**src/rtl/ahb3lite_sram_arbiter.sv**
```systemverilog
// Round-robin arbiter sharing one AHB3-Lite slave between MASTERS masters.
// A master preempted with a read in flight is served from a per-master hold buffer on regrant.
module ahb3lite_sram_arbiter #(
    parameter int MASTERS    = 2,
    parameter int HADDR_SIZE = 8,
    parameter int HDATA_SIZE = 32
) (
    input  logic                                  HRESETn,
    input  logic                                  HCLK,
    input  logic [MASTERS-1:0]                    mst_HSEL,
    input  logic [MASTERS-1:0]                    mst_HWRITE,
    input  logic [MASTERS-1:0]                    mst_HMASTLOCK,
    input  logic [MASTERS-1:0][HADDR_SIZE-1:0]    mst_HADDR,
    input  logic [MASTERS-1:0][HDATA_SIZE-1:0]    mst_HWDATA,
    input  logic [MASTERS-1:0][2:0]               mst_HSIZE,
    input  logic [MASTERS-1:0][2:0]               mst_HBURST,
    input  logic [MASTERS-1:0][3:0]               mst_HPROT,
    input  logic [MASTERS-1:0][1:0]               mst_HTRANS,
    output logic [MASTERS-1:0][HDATA_SIZE-1:0]    mst_HRDATA,
    output logic [MASTERS-1:0]                    mst_HREADYOUT,
    output logic [MASTERS-1:0]                    mst_HRESP,
    output logic                                  slv_HSEL,
    output logic                                  slv_HWRITE,
    output logic                                  slv_HMASTLOCK,
    output logic                                  slv_HREADY,
    output logic [HADDR_SIZE-1:0]                 slv_HADDR,
    output logic [HDATA_SIZE-1:0]                 slv_HWDATA,
    output logic [2:0]                            slv_HSIZE,
    output logic [2:0]                            slv_HBURST,
    output logic [3:0]                            slv_HPROT,
    output logic [1:0]                            slv_HTRANS,
    input  logic [HDATA_SIZE-1:0]                 slv_HRDATA,
    input  logic                                  slv_HREADYOUT,
    input  logic                                  slv_HRESP
);
    localparam int GW = $clog2(MASTERS);
    localparam logic [1:0] HT_IDLE   = 2'b00;
    localparam logic [1:0] HT_BUSY   = 2'b01;
    localparam logic [1:0] HT_NONSEQ = 2'b10;
    localparam logic [1:0] HT_SEQ    = 2'b11;

    logic [GW-1:0]      r_g;
    logic               r_dv;
    logic [MASTERS-1:0] w_req;
    logic [MASTERS-1:0] w_bad;
    logic [GW-1:0]      w_rr;
    logic               w_rr_found;
    logic [1:0]         w_o_trans;
    logic               w_keep;
    logic               w_preempt;
    logic               w_handover;

    function automatic logic [GW-1:0] nxt(input logic [GW-1:0] b, input int k);
        int s;
        s = int'(b) + k;
        if (s >= MASTERS) s = s - MASTERS;
        return s[GW-1:0];
    endfunction

    // Nearest requester after the owner wins: scan from farthest to nearest.
    always_comb begin
        w_rr       = r_g;
        w_rr_found = 1'b0;
        for (int k = MASTERS-1; k >= 1; k--) begin
            if (w_req[nxt(r_g, k)]) begin
                w_rr       = nxt(r_g, k);
                w_rr_found = 1'b1;
            end
        end
    end

    assign w_o_trans = mst_HTRANS[r_g];
    assign w_keep    = (w_o_trans == HT_SEQ) || (w_o_trans == HT_BUSY) || mst_HMASTLOCK[r_g];

    // Preempting needs a data phase in flight, so every grant carries at least one transfer.
    assign w_preempt  = r_dv & w_req[r_g] & ~w_keep & w_rr_found & slv_HREADYOUT & ~slv_HRESP;
    assign w_handover = slv_HREADYOUT & ~w_keep & w_rr_found & (~w_req[r_g] | w_preempt);

    assign slv_HSEL      = mst_HSEL[r_g] & ~w_preempt;
    assign slv_HTRANS    = w_preempt ? HT_IDLE : w_o_trans;
    assign slv_HWRITE    = mst_HWRITE[r_g];
    assign slv_HMASTLOCK = mst_HMASTLOCK[r_g];
    assign slv_HADDR     = mst_HADDR[r_g];
    assign slv_HWDATA    = mst_HWDATA[r_g];
    assign slv_HSIZE     = mst_HSIZE[r_g];
    assign slv_HBURST    = mst_HBURST[r_g];
    assign slv_HPROT     = mst_HPROT[r_g];
    assign slv_HREADY    = slv_HREADYOUT;

    for (genvar m = 0; m < MASTERS; m++) begin : g_mst
        localparam logic [GW-1:0] IDX = GW'(m);
        logic                  w_own;
        logic                  r_hold_v;
        logic [HDATA_SIZE-1:0] r_hold_d;

        assign w_req[m] = mst_HSEL[m] & (mst_HTRANS[m] == HT_NONSEQ);
        assign w_own    = (r_g == IDX);
        assign w_bad[m] = ~w_own & mst_HSEL[m] & mst_HTRANS[m][0];

        assign mst_HREADYOUT[m] = w_own ? (slv_HREADYOUT & ~w_preempt) : ~w_req[m];
        assign mst_HRDATA[m]    = ~w_own ? '0 : (r_hold_v ? r_hold_d : slv_HRDATA);
        assign mst_HRESP[m]     = w_own & ~r_hold_v & slv_HRESP;

        always_ff @(posedge HCLK or negedge HRESETn) begin
            if (!HRESETn) begin
                r_hold_v <= 1'b0;
                r_hold_d <= '0;
            end else if (w_own) begin
                if (w_preempt) begin
                    r_hold_v <= 1'b1;
                    r_hold_d <= slv_HRDATA;
                end else if (mst_HREADYOUT[m]) begin
                    r_hold_v <= 1'b0;
                end
            end
        end
    end

    always_ff @(posedge HCLK or negedge HRESETn) begin
        if (!HRESETn) begin
            r_g  <= '0;
            r_dv <= 1'b0;
        end else begin
            if (slv_HREADYOUT) r_dv <= slv_HSEL & slv_HTRANS[1];
            if (w_handover)    r_g  <= w_rr;
        end
    end

`ifndef SYNTHESIS
    always @(posedge HCLK) begin
        if (HRESETn) assert (w_bad == '0) else $error("non-owner master issued SEQ/BUSY");
    end
`endif
endmodule

```
**config.mk**
```make
export PLATFORM = sky130hd
export DESIGN_NAME = ahb3lite_sram_arbiter
export DESIGN_NICKNAME = d
export VERILOG_FILES = /design/src/rtl/ahb3lite_sram_arbiter.sv
export SDC_FILE = /design/constraint.sdc
export NUM_CORES = 1
export LEC_CHECK = 0
export BUFFER_PORTS_ARGS = -buffer_cell sky130_fd_sc_hd__buf_2
export CAP_MARGIN = 40
export CORE_ASPECT_RATIO = 2
export CORE_MARGIN = 1
export CORE_UTILIZATION = 40
export CTS_CLUSTER_DIAMETER = 50
export DETAILED_ROUTE_END_ITERATION = 10
export PLACE_DENSITY = 0.78
export RECOVER_POWER = 50
export REMOVE_ABC_BUFFERS = 1
export SLEW_MARGIN = 10
export SYNTH_ARGS = -nofsm -noshare
export SYNTH_HDL_FRONTEND = slang
export SYNTH_SLANG_ARGS = --single-unit
```
**constraint.sdc**
```tcl
create_clock -name HCLK -period 4.9 [get_ports HCLK]
set_input_delay 0.49 -clock HCLK [delete_from_list [all_inputs] [get_ports HCLK]]
set_output_delay 0.49 -clock HCLK [all_outputs]
set_load 0.01 [all_outputs]
```
; ---- Yosys cells after proc, flatten, opt, wreduce, memory -nomap -nowiden
; Index checks and enable logic that the tools add are counted.
[op_classes]
shift = 0
n_bitwise = 27
n_mux = 35
n_reduce_logical = 9
add_sub_neg = 2
n_mul = 0
eq_ne = 4
div = 0
order_cmp = 3
[ops]
columns = cell, count
row1 = 32-bit 2-to-1 mux, 6
row2 = 1-bit 2-to-1 mux, 18
row3 = 1-bit bitwise AND, 17
row4 = 8-bit 2-to-1 mux, 2
row5 = 3-bit 2-to-1 mux, 4
row6 = 2-bit AND reduction, 5
row7 = 1-bit inverter, 9
row8 = 4-bit 2-to-1 mux, 2
row9 = "2-bit equality test, second input constant", 3
row10 = 2-bit 2-to-1 mux, 3
row11 = "1-bit by 2-bit < comparator with 1-bit output, second input constant", 2
row12 = 2-bit nonzero test, 2
row13 = "1-bit by 1-bit adder with 2-bit output, second input constant", 1
row14 = "2-bit by 1-bit equality test with 1-bit output, second input constant", 1
row15 = "2-bit greater-or-equal comparator, second input constant", 1
row16 = 1-bit logical OR, 2
row17 = 1-bit OR, 1
row18 = "1-bit subtractor, second input constant", 1
[word_totals]
register_bits = 68
in_bits = 146
romBits = 0
ram_bits = 0
mem_count = 0
elab_cells = 86
latchBits = 0
out_inout_bits = 124

; ---- Logic depth before layout (Yosys ltp)
[depth]
word_depth = 15
mapped_depth = 7
mapped_depth_nobuf = 4

; ---- Worst setup path after synthesis
; Ideal clock, no wire load.
[synth_path]
path_kind = reg2reg
start = register r_g (netlist: g_mst[1].w_own)
end = register g_mst[0].r_hold_d[10]
required_ns = 4.773
n_path_buf = 3
path_stages_with_launch = 8
t_arrival_ns = 2.094
setup_ns = 0.127
setup_slack_ns = 2.679
synth_period_minus_slack_ns = 2.221
cell_sequence = dfrtp_1 -> buf_2 -> or3_4 -> a2111oi_4 -> nor2b_1 -> buf_4 -> buf_6 -> mux2_1
[synth_between]
elab_chain_len = 11
elab_cells_between_ends = 25
cone_classes = add/sub: 2 / order compare: 1 / eq/ne: 2 / mux: 10 / bitwise: 7 / reduce/logical: 3
[synth_lines]
columns = item, line_no
row1 = from (decl), 42  ; logic [GW-1:0] r_g;
row2 = from (signal assigned), 125  ; if (w_handover) r_g <= w_rr;
row3 = branches (longest 10 deep; another with 1-bit by 1-bit adder with 2-bit output), -
row4 = 2-bit AND reduction (no line) *, -
row5 = to (signal assigned), 111  ; r_hold_d <= slv_HRDATA;
row6 = to (decl), 94  ; logic [HDATA_SIZE-1:0] r_hold_d;
; Every way passes the cells marked *. The select of a mux whose other input is x is not followed.
; A chain may end at the register's enable or synchronous reset.

; ---- Worst setup path after layout
[layout_path]
start = register r_g (netlist: g_mst[1].w_own)
end = register g_mst[0].r_hold_d[1]
; Same word-level chain as after synthesis.

==> run metrics <==
status complete, but fails checks; failing checks max-capacitance violations, max-slew violations; Combinational Power Share ~34%; initial antenna violation count 2; Seq cells post-synth between 60 and 70; # Post-CTS Setup Buffers 0; Clock Pin Slew Worst Setup and Hold Paths approximately 0.050 ns; Sw Ratio between 30% and 40%; layout cells sized above 1 roughly half; Area Overhead vs Synth 39.1%; DPL Wire Length roughly 10 mm; Routed wire per std cell ~16 um; Worst Skew around 0.0035 ns; FP Rows 53; cell at the slowest stage of the critical path dfrtp_1; FF-to-FF path depth 5; Tot GR Track Use roughly 22%; CP arrival a little under 4 ns; total congestion overflow 0; Vias/cell just over 5; cell area after synthesis about 0.0044 sq mm; RSZ-0062 raised after global routing false; CTS Buf Count 9; die extent in y 150 um; Final GP Congestion about 0.9; post-synth cell types 30; Post-CTS Hold Buffers 0; Die Span X approximately 76 um; CTS tree built; warnings from Yosys 0; worst slew pin tran about 1.5 ns; post-route setup TNS 0 ns; Leakage 3.05 nW; clk_lat worst skew 0.32 ns; post-detailed-route count of antenna-violating nets 0; Critical Path End Type register; die area about 0.011 sq mm; routed via count 4009; Critical path origin g_mst[1].w_own$_DFFE_PN0P_; Period minus WS final 3.73 ns; CTS resizes 0; DRT iter0 DRCs 111; commonest non-fill, non-tap cells in the layout buf_2, mux2_2, dfrtp_1, mux2i_1, clkbuf_1; core box area 0.0106 sq mm; Worst Hold Class in2async; clk sinks 68; Initial Util 41.5%; period utilization 76.1%; Crit Path Max Fanout 51; worst r2r src g_mst[1].w_own$_DFFE_PN0P_; Mapped Cells 386; Post-synth ARST share 100%; Max Buffers Root-to-Sink 2; Int Pwr 1.30 mW; worst setup path end g_mst[0].r_hold_d[1]$_DFFE_PN0P_; number of port buffers approximately 270; FF-to-FF setup slack 1.17 ns; CP Launch Type register; number of synthesized flops with an enable pin 0; vias in the first global route between 4k and 5k; crit-path cells or3b_1 > a2111oi_4 > nor2b_1 > buf_12 > mux2_2; First-pass DRT Iterations 6; register area share after synthesis between 30% and 40%; Primary FF master, synth dfrtp_1; max-capacitance violation count 1; P per Cell Area 311 mW/mm^2; Worst VDD drop 0.166 mV; Finish-stage setup viols 0; DRC 0; kind of critical path reg2reg; Avg Cell Area, Syn 11.4 sq um; Top Ports 270; Clock Power Share 34.0%; Pwr Total 1.90 mW; largest net degree at the start of global routing 85; WL final 12.8 mm; NetSw approximately 600 uW; highest clock rate 268 MHz; highest cell delay on the worst timing path roughly 1.3 ns; final layout net count 788; sequential power share 31.6%; relative slew slack -0.790%; root buffer cell clkbuf_16; number of hold violations in the final report 0; commonest non-fill, non-tap cell in the layout buf_2; Critical Path RT around 5.1 ns; H-tree depth 3; RR Endpoint g_mst[0].r_hold_d[1]$_DFFE_PN0P_; Max Slew Vio Count 21; first-pass GRT wire length 19.3 mm
-- sequential cells by signal, summed over array words and instances, names as in the netlist --
signal / count
g_mst.r_hold_d: 64
g_mst.r_hold_v: 2
g_mst.w_own: 1
r_dv: 1
-- power by group through the flow --
stage | clock [mW] | sequential (mW) | combinational, mW
after floorplan | 0 | 0.643 | 0.352
after global placement | 0 | 0.613 | 0.652
after detailed placement | 0 | 0.615 | 0.667
after CTS | 0.661 | 0.605 | 0.670
after global routing | 0.688 | 0.606 | 0.707
final | 0.647 | 0.602 | 0.655
-- layout make-up --
type	count	area [sq um]
Fill cell	962	4490
Multi-Input combinational cell	286	2540
Sequential cell	68	1700
Timing Repair Buffer	276	1400
Clock buffer	12	256
Tap cell	137	171
Clock inverter	4	47.5
Inverter	1	3.75
Antenna cell	1	2.50
-- worst min path at each step --
| stage | start | end | cells past startpoint |
|---|---|---|---|
| floorplan | HRESETn | g_mst[0].r_hold_d[0]$_DFFE_PN0P_ | 0 |
| global placement | g_mst[0].r_hold_d[5]$_DFFE_PN0P_ | g_mst[0].r_hold_d[5]$_DFFE_PN0P_ | 1 |
| detailed placement | g_mst[0].r_hold_d[5]$_DFFE_PN0P_ | g_mst[0].r_hold_d[5]$_DFFE_PN0P_ | 1 |
| CTS | HRESETn | g_mst[1].r_hold_d[2]$_DFFE_PN0P_ | 2 |
| global route | HRESETn | g_mst[1].r_hold_d[2]$_DFFE_PN0P_ | 2 |
| finish | HRESETn | g_mst[1].r_hold_d[2]$_DFFE_PN0P_ | 2 |
-- cell usage after synthesis, types with 3 or more instances --
| cell type | number | area [sq um] |
|---|---|---|
| clkbuf_1 | 19 | 71.3 |
| buf_6 | 3 | 33.8 |
| mux2_2 | 86 | 968 |
| dfrtp_1 | 68 | 1700 |
| buf_1 | 3 | 11.3 |
| buf_2 | 4 | 20.0 |
| mux2_1 | 31 | 349 |
| mux2i_1 | 66 | 661 |
| nor2b_1 | 34 | 213 |
| nor2_1 | 38 | 143 |
| nand2_1 | 8 | 30.0 |
| nand2b_1 | 3 | 18.8 |
-- critical path: cells and delay by family (launching register included) --
kind,cells,cell delay (ns)
muxes,1,0.35
and+or+nand+nor,2,1.20
AOI/OAI and AO/OA,1,0.44
DFF,1,1.31
buffers and inverters,1,0.28
-- logic make-up after synthesis --
kind of cell | count (synthesis) | synth area share [%]
mux | 183 | 45.0
simple gates | 93 | 10.9
flops | 68 | 38.7
buf+inv | 32 | 3.53
compound gates | 10 | 1.99
-- layer usage --
metal  GRT usage, %  vias to the layer above  wire, um
met1           21.8                     1883      4480
met4           12.5                        2       546
met2           42.3                      209      7010
met3           3.94                       41       715
li1               -                     1874         -
met5              0                        -        13
-- metrics by stage --
| step | hold WS (ns) | cells | utilization [%] | setup WS, ns | area, sq um |
|---|---|---|---|---|---|
| after floorplan | 0.194 | 355 | - | -0.570 | 4250 |
| after global placement | 0.467 | 763 | 54.6 | 1.82 | 5800 |
| after detailed placement | 0.475 | 766 | 55.2 | 1.87 | 5860 |
| after CTS | 0.385 | 782 | 58.1 | 1.81 | 6160 |
| after global routing | 0.103 | 784 | 57.7 | 0.885 | 6120 |
| final | 0.102 | 785 | 57.7 | 1.17 | 6120 |
Power figures use the tool's default switching activity.
